$ cat src/rtl/pipe_pkg.sv
// Shared pipeline-control definitions: controller state encoding and opcode constants.
package pipe_pkg;

  localparam int unsigned STATE_W     = 2;
  localparam int unsigned OPC_W       = 6;
  localparam int unsigned STALL_CNT_W = 32;

  // NOOP opcode that the datapath muxes in wherever a bubble is requested.
  localparam logic [OPC_W-1:0] NOOP_OPC = OPC_W'(0);

  typedef enum logic [STATE_W-1:0] {
    ST_INIT  = 2'd0,
    ST_RUN   = 2'd1,
    ST_FLUSH = 2'd2,
    ST_HALT  = 2'd3
  } state_e;

endpackage

$ cat src/rtl/pipe_ctrl_perf.sv
// Saturating counter of RUN cycles in which decode is held.
module pipe_ctrl_perf
  import pipe_pkg::*;
(
  input  logic                   clk,
  input  logic                   rst,
  input  logic                   en,
  output logic [STALL_CNT_W-1:0] count
);

  // Count enabled cycles and stick at all-ones.
  always_ff @(posedge clk or posedge rst) begin
    if (rst) begin
      count <= '0;
    end else if (en && (count != '1)) begin
      count <= count + STALL_CNT_W'(1);
    end
  end

endmodule

$ cat src/rtl/pipe_ctrl.sv
// Dual-issue pipeline controller: init/lock sequencing, stalls, branch flush and halt.
// Build option: define PIPE_CTRL_PERF_EN to include the stall_cnt performance counter.
module pipe_ctrl
  import pipe_pkg::*;
#(
  parameter int unsigned RST_CYCLES   = 2,
  parameter int unsigned FLUSH_CYCLES = 1
) (
  input  logic                   clk,
  input  logic                   rst,
  input  logic                   locked,
  input  logic                   mem_stall,
  input  logic                   exec_stall,
  input  logic                   haz_stall0,
  input  logic                   haz_stall1,
  input  logic                   wb_branch0,
  input  logic                   wb_branch1,
  input  logic                   wb_halt,
  input  logic                   resume,
  output logic                   fetch_hold,
  output logic                   dec_hold,
  output logic                   issue1_only,
  output logic [1:0]             dex_bubble,
  output logic                   exm_bubble,
  output logic                   stage_freeze,
  output logic                   branch_en,
  output logic                   branch_sel,
  output logic                   halted,
  output logic [STALL_CNT_W-1:0] stall_cnt
);

  localparam int unsigned MAX_CYC = (RST_CYCLES > FLUSH_CYCLES) ? RST_CYCLES : FLUSH_CYCLES;
  localparam int unsigned CNT_W   = (MAX_CYC > 2) ? $clog2(MAX_CYC) : 1;

  state_e           state_q, state_d;
  logic [CNT_W-1:0] cnt_q, cnt_d;

  // State and shared INIT/FLUSH cycle counter.
  always_ff @(posedge clk or posedge rst) begin
    if (rst) begin
      state_q <= ST_INIT;
      cnt_q   <= '0;
    end else begin
      state_q <= state_d;
      cnt_q   <= cnt_d;
    end
  end

  // Next state and pipeline control decode; RUN controls follow the inputs in the same cycle.
  always_comb begin
    state_d      = state_q;
    cnt_d        = cnt_q;
    fetch_hold   = 1'b0;
    dec_hold     = 1'b0;
    issue1_only  = 1'b0;
    dex_bubble   = 2'b00;
    exm_bubble   = 1'b0;
    stage_freeze = 1'b0;
    branch_en    = 1'b0;
    branch_sel   = 1'b0;
    halted       = 1'b0;

    case (state_q)
      ST_INIT: begin
        fetch_hold = 1'b1;
        dex_bubble = 2'b11;
        exm_bubble = 1'b1;
        if (cnt_q >= CNT_W'(RST_CYCLES - 1)) begin
          state_d = ST_RUN;
          cnt_d   = '0;
        end else begin
          cnt_d = cnt_q + CNT_W'(1);
        end
      end

      ST_RUN: begin
        stage_freeze  = mem_stall;
        dec_hold      = mem_stall | exec_stall | haz_stall0;
        issue1_only   = haz_stall1 & ~dec_hold;
        fetch_hold    = dec_hold | haz_stall1;
        dex_bubble[0] = haz_stall0 & ~mem_stall;
        dex_bubble[1] = (haz_stall0 | haz_stall1) & ~mem_stall;
        branch_en     = (wb_branch0 | wb_branch1) & ~mem_stall;
        branch_sel    = ~wb_branch0;
        if (branch_en) begin
          // Taken branch wins over a coincident halt.
          dex_bubble = 2'b11;
          exm_bubble = 1'b1;
          state_d    = (FLUSH_CYCLES == 0) ? ST_RUN : ST_FLUSH;
          cnt_d      = '0;
        end else if (wb_halt && !mem_stall) begin
          state_d = ST_HALT;
        end
      end

      ST_FLUSH: begin
        dex_bubble = 2'b11;
        exm_bubble = 1'b1;
        if (cnt_q >= CNT_W'(FLUSH_CYCLES - 1)) begin
          state_d = ST_RUN;
          cnt_d   = '0;
        end else begin
          cnt_d = cnt_q + CNT_W'(1);
        end
      end

      ST_HALT: begin
        halted     = 1'b1;
        fetch_hold = 1'b1;
        dex_bubble = 2'b11;
        exm_bubble = 1'b1;
        if (resume) begin
          state_d = ST_RUN;
        end
      end

      default: begin
        state_d = ST_INIT;
        cnt_d   = '0;
      end
    endcase

    // An unstable clock restarts the init sequence from any state.
    if (!locked) begin
      state_d = ST_INIT;
      cnt_d   = '0;
    end
  end

`ifdef PIPE_CTRL_PERF_EN
  logic perf_en;

  // Only RUN-state decode holds are counted.
  assign perf_en = (state_q == ST_RUN) & dec_hold;

  pipe_ctrl_perf u_perf (
    .clk   (clk),
    .rst   (rst),
    .en    (perf_en),
    .count (stall_cnt)
  );
`else
  assign stall_cnt = '0;
`endif

endmodule

$ cat config.mk
export PLATFORM = sky130hd
export DESIGN_NAME = pipe_ctrl
export DESIGN_NICKNAME = d
export VERILOG_FILES = /design/src/rtl/pipe_pkg.sv /design/src/rtl/pipe_ctrl_perf.sv /design/src/rtl/pipe_ctrl.sv
export SDC_FILE = /design/constraint.sdc
export NUM_CORES = 1
export LEC_CHECK = 0
export ABC_CLOCK_PERIOD_IN_PS = 1400
export BUFFER_PORTS_ARGS = -buffer_cell sky130_fd_sc_hd__buf_2
export CORE_MARGIN = 10
export CORE_UTILIZATION = 33
export DETAILED_ROUTE_END_ITERATION = 10
export PLACE_DENSITY = 0.73
export SLEW_MARGIN = 20
export SYNTH_ARGS = -nofsm -noshare
export SYNTH_HDL_FRONTEND = slang
export SYNTH_SLANG_ARGS = --single-unit
$ cat constraint.sdc
create_clock -name clk -period 1.4 [get_ports clk]
set_input_delay 0.07 -clock clk [delete_from_list [all_inputs] [get_ports clk]]
set_output_delay 0.07 -clock clk [all_outputs]
set_load 0.02 [all_outputs]
==> results of run 1 <==
worst max-delay path: cells and delay by family (launching register included):
| family | cells | cell delay, ns |
|---|---|---|
| buffers and inverters | 1 | 0.13 |
| DFF | 1 | 0.44 |
| adders and majority gates | 1 | 0.14 |
| and+or+nand+nor | 3 | 0.59 |
metrics by stage:
stage / utilization / hold slack [ns] / instances
2_1_floorplan: - / -0.1764 / 105
3_3_place_gp: 0.3612 / -0.05703 / 120
3_5_place_dp: 0.3612 / -0.05371 / 120
4_1_cts: 0.4330 / 0.1132 / 130
5_1_grt: 0.4835 / 0.1159 / 131
6_report: 0.4835 / 0.1094 / 131
kinds of logic after synthesis:
| logic type | after synthesis | share of synthesized area |
|---|---|---|
| flip-flops | 3 | 0.1268 |
| multiplexers | 1 | 0.01691 |
| AO/OA/AOI/OAI | 10 | 0.1332 |
| AND/OR/NAND/NOR | 16 | 0.1797 |
| other | 1 | 0.006336 |
| adder cells (fa/ha/maj) | 4 | 0.08457 |
| buffers and inverters | 39 | 0.4524 |
final cells by class:
cell class	instances	area [um^2]
repair buffers	30	229.0
fillers	171	882.1
inverters	6	22.52
multi-input cells	63	440.4
clock buffers	4	26.28
flip-flops and latches	3	76.32
well taps	25	31.28
synth_stat cells:
library cell  count
buf_4            32
inv_1             6
ha_1              4
nor2_1            4
dfrtp_1           3
nor3_1            3
o21ai_0           3
a21oi_1           2
and2_2            2
o41ai_1           2
and3_1            1
and4b_1           1
buf_2             1
conb_1            1
mux2i_1           1
nand2_1           1
nor2b_1           1
nor2b_4           1
nor4_2            1
o211ai_1          1
o21bai_4          1
o311a_1           1
or3b_1            1
power breakdown:
group | internal, mW | switching (mW) | total, mW
Clock | 0.107 | 0.0408 | 0.147
Sequential | 0.121 | 0.0402 | 0.161
Combinational | 0.503 | 0.552 | 1.06
Total | 0.731 | 0.633 | 1.36
sequential cells by signal, summed over array words and instances, names as in the netlist:
signal   flops
cnt_q        1
state_q      2
path summary, 6_finish.rpt:
| kind | from | endpoint |
|---|---|---|
| setup reg to reg | state_q[0] | state_q[0] |
| hold reg to reg | cnt_q | cnt_q |
| min in group asynchronous | rst | cnt_q |
| hold / removal | locked | state_q[1] |
| max in group asynchronous | rst | state_q[0] |
| setup / recovery | state_q[0] | state_q[0] |
layer usage:
layer | global-route usage | up-vias
met3 | 0.03763 | 10
met1 | 0.07064 | 237
met5 | 0 | -
met2 | 0.1449 | 38
met4 | 0.09218 | 0
li1 | - | 245
repair_timing:
action | in CTS | in global routing
setup endpoints to repair | 11 | 10
pin swaps | 4 | 5
hold buffers | 1 | 0
setup buffers | 5 | 1
resized for setup | 14 | 27
endpoints found under the hold margin | 3 | 0
==> summary.md, run 1 <==
| Metric | Value |
|---|---|
| R2R depth | 5 |
| RD Place Congestion | 0.7022 |
| Total CTS buffers | 3 |
| Status | finished with violations |
| Critical Path RT | 1.51 ns |
| Routed WL | 1738 um |
| Synth top area share | 0.4059 |
| Reg2reg setup slack | -0.02 ns |
| Die height | 62.35 um |
| Initial Utilization | 0.3465 |
| Worst-path clk slew | 0.04 ns |
| Dpl hpwl | 1405 um |
| Clk buf depth | 2 |
| Pin count of the biggest net entering global routing | 9 |
| P_leak | 0.4373 nW |
| Top Metal Used | met4 |
| Initial antenna violation count | 0 |
| CTS tree | built |
| Initial DRT Pass Iterations | 4 |
| Cell Area, Placed | ~600 um^2 |
| Antenna diode count | 0 |
| Final TNS setup | -0.01559 ns |
| Die ar. | 3888 um^2 |
| Area growth from synthesis to layout | 39.53% |
| Clk_skew | 0.001593 ns |
| Routed WL per cell | 13.27 um |
| RSZ-0062 raised after global routing | yes |
| Crit-path cells | buf_6, ha_4, nor2b_4, nor4_2, and4b_1 |
| Grt total ovfl | 0 |
| Tot Pwr | 1.364 mW |
| Syn Area/Cell | 7.998 um^2 |
| Netlist cell types | 23 |
| Seq/Total Area, Yosys | 0.1268 |
| Post-Syn Area | 591.8 um^2 |
| CP endpoint kind | flip-flop |
| Worst path slowest cell | dfrtp_2 |
| Crit share post-route | 1.011 |
| Area leader, netlist | buf_4 |
| CP arrival | 1.52 ns |
| Vias in the first global route | slightly below 600 |
| Max-cap violations | 0 |
| Clock root buffer | clkbuf_4 |
| I/O Buffers | 20 |
| Final instance area | about 830 um^2 |
| Cell Pwr Density | ~1700 nW/um^2 |
| Worst skew pair latency | about 0.23 ns |
| Final ANT Viol Nets | 0 |
| Ratio of cells with drive above 1 in the final layout | 0.5000 |
| Number of setup violations in the final report | 1 |
| Rows | 15 |
| WL met1 | around 620 um |
| Vias | 530 |
| I/O Pins | 53 |
| Layout Nets | 122 |
| Hold depth | 2 |
| Min Clock Period, post-route | 1.416 ns |
| GRT Overall Usage | 0.08590 |
| Failing checks | setup timing |
| DR WL met3 | 135 um |
| Max rail drop VDD | about 0.00062 V |
| Global-route wire length before repair | roughly 2700 um |
| F_max | approximately 710 MHz |
| DRC viols | 0 |
| Clock sinks | 3 |
| Final Hold Fails | 0 |
| #FFs+latches synth | 3 |
| Kind of critical path | reg2reg |
| Pre-CTS WS | -0.02522 ns |
| Synth top area cells | buf_4, dfrtp_1, ha_1, inv_1, o21bai_4 |
| Leading cell type in the layout, fill and taps excluded | conb_1 |
| Final WS setup | -0.01559 ns |
| Yosys warns | 0 |
| Vias per cell | just over 4 |
| Crit start category | flip-flop |
| Core area | ~1700 um^2 |
| Die X | 62.35 um |
| Initial drt markers | 7 |
| Final-report max-slew violation count | 0 |
| H-tree levels | 1 |
| Post-Synthesis Cells | 74 |
| Commonest non-fill, non-tap cells in the layout | conb_1, buf_2, buf_6, buf_4, inv_2 |
| Worst Hold Class | in2reg |
| Max incr delay on CP | 0.44 ns |
| DR WL met2 | 917 um |
| Critical Path Fanout Max | 3 |
Note: power is estimated with default switching activity, not from simulation.
==> run 2: changes to the inputs <==
- ABC_AREA: not set -> 1
- CORE_UTILIZATION: 33 -> 34
==> run 2 against run 1 <==
  * The flow now finishes without violations
  * Global-route usage is 1.9 points lower
  * Count of clock-buffer cells in the layout stayed put
  * Synthesized area is 6.6% higher
  * Largest cell class unchanged
  * Highest routed layer unchanged
==> summary.md, run 2 <==
| Metric | Value |
|---|---|
| Die ar. | 3977 um^2 (+2.3%) |
| Largest register FFs | 2 (unchanged) |
| Most common cell in the netlist | buf_4 |
| Largest Register | state_q |
| Initial drt markers | 5 (-2) |
| Area growth from synthesis to layout | 13.69% |
| Worst Hold Class | in2reg |
| Clock root buffer | clkbuf_4 |
| Vias per cell | 3.700 (-8.5%) |
| Global-route wire length before repair | 2221 um (-19%) |
| Final-report max-slew violation count | 0 (unchanged) |
| DRC viols | 0 (unchanged) |
| Total CTS buffers | 3 (unchanged) |
| Routed WL per cell | 9.560 um (-28%) |
| Clk_skew | 0.003475 ns (+0.001882 ns) |
| Seq/Total Area, Yosys | 0.1190 (-0.007802) |
| CP arrival | 1.28 ns (-0.24 ns) |
| F_max | 741.2 MHz (+4.9%) |
| Layout Nets | 141 (+16%) |
| Crit share post-route | 0.9637 (-0.04747) |
| Yosys warns | 0 (unchanged) |
| R2R depth | 8 (+3) |
| Max rail drop VDD | 0.0006288 V (+2.2%) |
| Synth top area share | 0.3810 (-0.02497) |
| Placed insts | 142 (+18%) |
| Grt total ovfl | 0 (unchanged) |
| Worst skew pair latency | 0.23 ns (about the same) |
| Fraction of registers with async set/reset | 1.000 (unchanged) |
| Kind of critical path | reg2out |
| Filler Cells Inserted | 199 (+16%) |
| CTS tree | built |
| Synth cell count leaders | buf_4, nand2_1, inv_1, nor2_1 |
| Clock sinks | 3 (unchanged) |
| Final ANT Viol Nets | 0 (unchanged) |
| Routed WL | 1434 um (-17%) |
| Syn Area/Cell | 6.501 um^2 (-19%) |
| Antenna diode count | 0 (unchanged) |
| Cell Pwr Density | 1781 nW/um^2 (+7.8%) |
| Hold depth | 3 (+1) |
| Crit start category | flip-flop |
| Netlist cell types | 16 (-30%) |
| Clk buf depth | 2 (unchanged) |
| RD Place Congestion | 0.7687 (+9.5%) |
| Leading cell type in the layout, fill and taps excluded | conb_1 |
| Initial antenna violation count | 0 (unchanged) |
| I/O Buffers | 20 (unchanged) |
| Die X | 63.07 um (+1.1%) |
| Non-filler cells, final | 150 (+15%) |
| Commonest non-fill, non-tap cells in the layout | conb_1, buf_2, nand2_1, inv_1, nor2_1 |
| Min Clock Period, post-route | 1.349 ns (-0.06646 ns) |
| Synth top area cells | buf_4, dfrtp_1, nand2_1, ha_1, inv_1 |
| Die height | 63.07 um (+1.1%) |
| Post-Synthesis Cells | 97 (+31%) |
| I/O Pins | 53 (unchanged) |
| Core area | 1745 um^2 (+2.2%) |
| Initial Utilization | 0.3613 (+0.01477) |
| Dpl hpwl | 1305 um (-7.1%) |
| Max-cap violations | 0 (unchanged) |
| GRT Overall Usage | 0.06662 (-0.01928) |
| Status | complete, no violations |
| Worst-path clk slew | 0.04 ns (about the same) |
| CP endpoint kind | output pin |
| Area leader, netlist | buf_4 |
| Critical Path Fanout Max | 7 (+4) |
| Critical Path RT | 1.33 ns (-0.18 ns) |
| Final TNS setup | 0 ns (+0.01559 ns) |
| Final Hold Fails | 0 (unchanged) |
| Pin count of the biggest net entering global routing | 8 (-1) |
| Vias | 555 (+4.7%) |
| Rows | 15 (unchanged) |
| P_leak | 0.4662 nW (+6.6%) |
| Post-synth EDFFs | 0 (unchanged) |
| #FFs+latches synth | 3 (unchanged) |
| Post-Syn Area | 630.6 um^2 (+6.6%) |
| H-tree levels | 1 (unchanged) |
| Ratio of cells with drive above 1 in the final layout | 0.3200 (-0.1800) |
| Number of setup violations in the final report | 0 (-1) |
| Predominant post-synthesis flop cell | dfrtp_1 |
| Top flop regs | state_q (2), cnt_q (1) |
| Vias in the first global route | 518 (-11%) |
| Initial DRT Pass Iterations | 4 (unchanged) |
[run 2: changes by cell type in the layout (fill, tap and decap cells not counted), moves of 4 or more]
cell,previous run,this run
buf_2,13,19
nor2_1,2,9
nand3_1,0,4
buf_6,9,0
nand2_2,0,4
inv_1,2,10
nand2_1,1,18
[run 2: per-stage QoR]
stage	worst slack, ns	util	total power, mW	area, um^2	hold WS, ns
after floorplan	0.1382	-	0.8470	747.0	-0.1764
after global placement	0.1005	0.3677	0.9802	641.9	-0.06673
after detailed placement	0.07648	0.3677	0.9986	641.9	-0.05377
after CTS	0.01096	0.4014	1.237	700.7	0.1598
after global routing	-0.0005569	0.4108	1.401	716.9	0.2043
final	0.05087	0.4108	1.277	716.9	0.1702
[run 2: final timing paths]
check / start / to / slack, ns
max in group asynchronous: rst / state_q[0] / 1.01
min in group asynchronous: rst / state_q[0] / 0.24
worst min-delay path: locked / cnt_q / 0.17
worst max register to register: state_q[0] / state_q[1] / 0.12
worst min register to register: cnt_q / cnt_q / 0.51
worst max-delay path: state_q[0] / dex_bubble[0] / 0.05
[run 2: worst max-delay path, stage by stage, from the launching register on]
cell and delay [ns]:
dfrtp_2 0.43, ha_4 0.19, buf_4 0.14, o211ai_1 0.08
buf_2 0.19
[run 2: power by group]
| group | switching, mW | internal (mW) | total (mW) |
|---|---|---|---|
| Clock | 0.0441 | 0.107 | 0.151 |
| Combinational | 0.572 | 0.382 | 0.954 |
| Sequential | 0.0423 | 0.130 | 0.172 |
[run 2: kinds of logic (layout without fill, tap and decap cells)]
logic type | Yosys count | in the layout | share of synthesized area
AOI/OAI and AO/OA | 5 | 5 | 0.06351
adders and majority gates | 4 | 4 | 0.07937
buffers and inverters | 48 | 45 | 0.4881
DFF | 3 | 3 | 0.1190
other | 1 | 32 | 0.005947
and+or+nand+nor | 36 | 36 | 0.2440
[run 2: routing by layer]
metal | GRT usage | vias up | share of wire
li1 | - | 282 | -
met2 | 0.1041 | 35 | 0.49
met4 | 0.05587 | 0 | 0.023
met1 | 0.06250 | 234 | 0.35
met5 | 0 | - | 0
met3 | 0.03710 | 4 | 0.13
[run 2: final cells by class]
cell class / instances / area [um^2] / share of cell area
Tap cell: 25 / 31.28 / 0.04363
Inverter: 15 / 56.30 / 0.07853
Timing Repair Buffer: 26 / 150.1 / 0.2094
Clock buffer: 4 / 26.28 / 0.03665
Multi-Input combinational cell: 77 / 376.6 / 0.5253
Sequential cell: 3 / 76.32 / 0.1065
[run 2: repair_timing]
item	4_1_cts	5_1_grt
setup buffers	1	2
endpoints found under the hold margin	3	0
setup endpoints to repair	8	6
hold buffers	1	0
pin swaps	2	0
gates resized for setup	4	2
==> run 3: changes to the inputs <==
- CORE_MARGIN: 10 -> 1.5
==> run 3 against run 2 <==
  * Register-to-register slack hardly changed
  * Routed wire length decreased by 24%
  * Cell area up 2.6%
  * Worst hold slack better by 0.0086 ns
  * Non-clock buffer count unchanged
  * Critical path depth rose by 1
  * Count of clock-buffer cells in the layout did not move
  * Clock power rose by 3%
  * Combinational power rose by 6%
  * Critical path type unchanged
  * Critical endpoint is now fetch_hold
  * Largest cell class unchanged
==> summary.md, run 3 (synthesized netlist as in run 2, its figures left out) <==
| Metric | Value |
|---|---|
| Clk buf depth | 2 (unchanged) |
| Filler Cells Inserted | 194 (-2.5%) |
| Vias per cell | 3.660 (-1.1%) |
| Area growth from synthesis to layout | 16.67% |
| Critical R2R Launch | state_q[1] |
| Max-cap violations | 0 (unchanged) |
| Leading cell type in the layout, fill and taps excluded | conb_1 |
| Number of setup violations in the final report | 0 (unchanged) |
| Util after Layout | 0.4261 (+0.01533) |
| Final-report max-slew violation count | 0 (unchanged) |
| Crit start category | flip-flop |
| Largest Register | state_q |
| RD Place Congestion | 0.7626 (-0.79%) |
| Vias in the first global route | 396 (-24%) |
| Routed WL per cell | 7.307 um (-24%) |
| Hold depth | 3 (unchanged) |
| Global-route wire length before repair | 1483 um (-33%) |
| Critical Path RT | 1.33 ns (about the same) |
| Antenna diode count | 0 (unchanged) |
| Crit share post-route | 0.9627 (about the same) |
| Total CTS buffers | 3 (unchanged) |
| Vias | 549 (-1.1%) |
| H-tree levels | 1 (unchanged) |
| Initial drt markers | 8 (+3) |
| Critical Path Fanout Max | 5 (-2) |
| I/O Pins | 53 (unchanged) |
| Crit path to | fetch_hold |
| Initial Utilization | 0.3652 (+0.003927) |
| Cell Pwr Density | 1814 nW/um^2 (+1.9%) |
| DRC viols | 0 (unchanged) |
| Rows | 15 (unchanged) |
| I/O Buffers | 20 (unchanged) |
| Initial antenna violation count | 0 (unchanged) |
| Final instance area | 735.7 um^2 (+2.6%) |
| Area of the multi-input gates | 389.1 um^2 (+3.3%) |
| Crit path from | state_q[1] |
| Commonest non-fill, non-tap cells in the layout | conb_1, nand2_1, buf_2, nor2_1, inv_1 |
| Register area | 76.32 um^2 (unchanged) |
| Kind of critical path | reg2out |
| Top flop regs | state_q (2), cnt_q (1) |
| Clock root buffer | clkbuf_4 |
| Cell Area, Placed | 634.4 um^2 (-1.2%) |
| R2R depth | 10 (+2) |
| Pin count of the biggest net entering global routing | 7 (-1) |
| Final TNS setup | 0 ns (unchanged) |
| Min Clock Period, post-route | 1.348 ns (-0.001344 ns) |
| Largest register FFs | 2 (unchanged) |
| Worst Hold Class | in2reg |
| Die height | 46.07 um (-27%) |
| Reg2reg setup slack | 0.11 ns (about the same) |
| Worst reg2reg path endpoint | state_q[0] |
| Ratio of cells with drive above 1 in the final layout | 0.3360 (+0.01600) |
| CP arrival | 1.28 ns (about the same) |
| Clock sinks | 3 (unchanged) |
| Routed WL | 1096 um (-24%) |
| Die ar. | 2122 um^2 (-47%) |
| Worst-path clk slew | 0.04 ns (about the same) |
| Final ANT Viol Nets | 0 (unchanged) |
| Core area | 1727 um^2 (-1.1%) |
| Die X | 46.07 um (-27%) |
| GRT Overall Usage | 0.1010 (+0.03442) |
| Clk_skew | 0.006087 ns (+0.002612 ns) |
| CTS tree | built |
| Worst skew pair latency | 0.24 ns (about the same) |
| Status | complete, no violations |
| Max rail drop VDD | 0.0008236 V (+31%) |
| P_leak | 0.4680 nW (+0.40%) |
| Dpl hpwl | 862.3 um (-34%) |
| Initial DRT Pass Iterations | 4 (unchanged) |
| Layout Nets | 141 (unchanged) |
| Final Hold Fails | 0 (unchanged) |
| Grt total ovfl | 0 (unchanged) |
| CP endpoint kind | output pin |
| F_max | 742.0 MHz (about the same) |
| RSZ-0062 raised after global routing | yes |
-- run 3: cell types whose count changed in the layout (fill, tap and decap cells not counted) --
cell	change
buf_2	-1
ha_4	+1
ha_1	-1
buf_6	+1
inv_2	+1
inv_1	-1
-- run 3: cell type report --
cell class,instances,area share
clock buffer,4,0.03571
timing repair buffer,26,0.2126
sequential,3,0.1037
inverter,15,0.07653
multi-input combinational,77,0.5289
tap,25,0.04252
-- run 3: worst max-delay path: stages (launching register included) --
cell     delay (ns)
dfrtp_1        0.39
inv_2          0.11
ha_4           0.16
nand2_1        0.07
a31oi_1        0.16
buf_4          0.16
-- run 3: worst min-delay path by stage --
stage / to / slack, ns / startpoint
2_1_floorplan: cnt_q / -0.18 / rst
3_3_place_gp: cnt_q / -0.06 / rst
6_report: cnt_q / 0.18 / locked
5_1_grt: cnt_q / 0.22 / locked
4_1_cts: cnt_q / 0.19 / locked
3_5_place_dp: cnt_q / -0.06 / rst
-- run 3: report_power, final --
group,internal [mW],total [mW],switching (mW)
Sequential,0.130,0.172,0.0419
Combinational,0.421,1.01,0.587
Clock,0.107,0.155,0.0482
-- run 3: repair_timing --
item                                    4_1_cts  5_1_grt
gates cloned                                  0        0
hold endpoints to repair                      3        0
resized for setup                             5        5
pin swaps                                     1        0
endpoints found under the setup margin        8        8
hold buffers                                  1        0
setup buffers                                 2        2
-- run 3: metrics by stage --
stage / worst slack (ns) / total power [mW] / cells / hold slack (ns)
after floorplan: 0.1382 / 0.8470 / 128 / -0.1764
after global placement: 0.1296 / 0.9438 / 141 / -0.05972
after detailed placement: 0.08319 / 0.9659 / 141 / -0.06133
after CTS: 0.002950 / 1.247 / 148 / 0.1850
after global routing: -0.01279 / 1.458 / 150 / 0.2165
final: 0.05222 / 1.335 / 150 / 0.1788
-- run 3: layer usage --
layer  up-vias  routed length (um)  global-route usage  share of wire
met5         -                   0                   0              0
li1        283                   -                   -              -
met1       237                 438              0.1066           0.40
met3         0                  93             0.03529          0.085
met2        29                 564              0.1750           0.51
met4         0                   0             0.05143              0
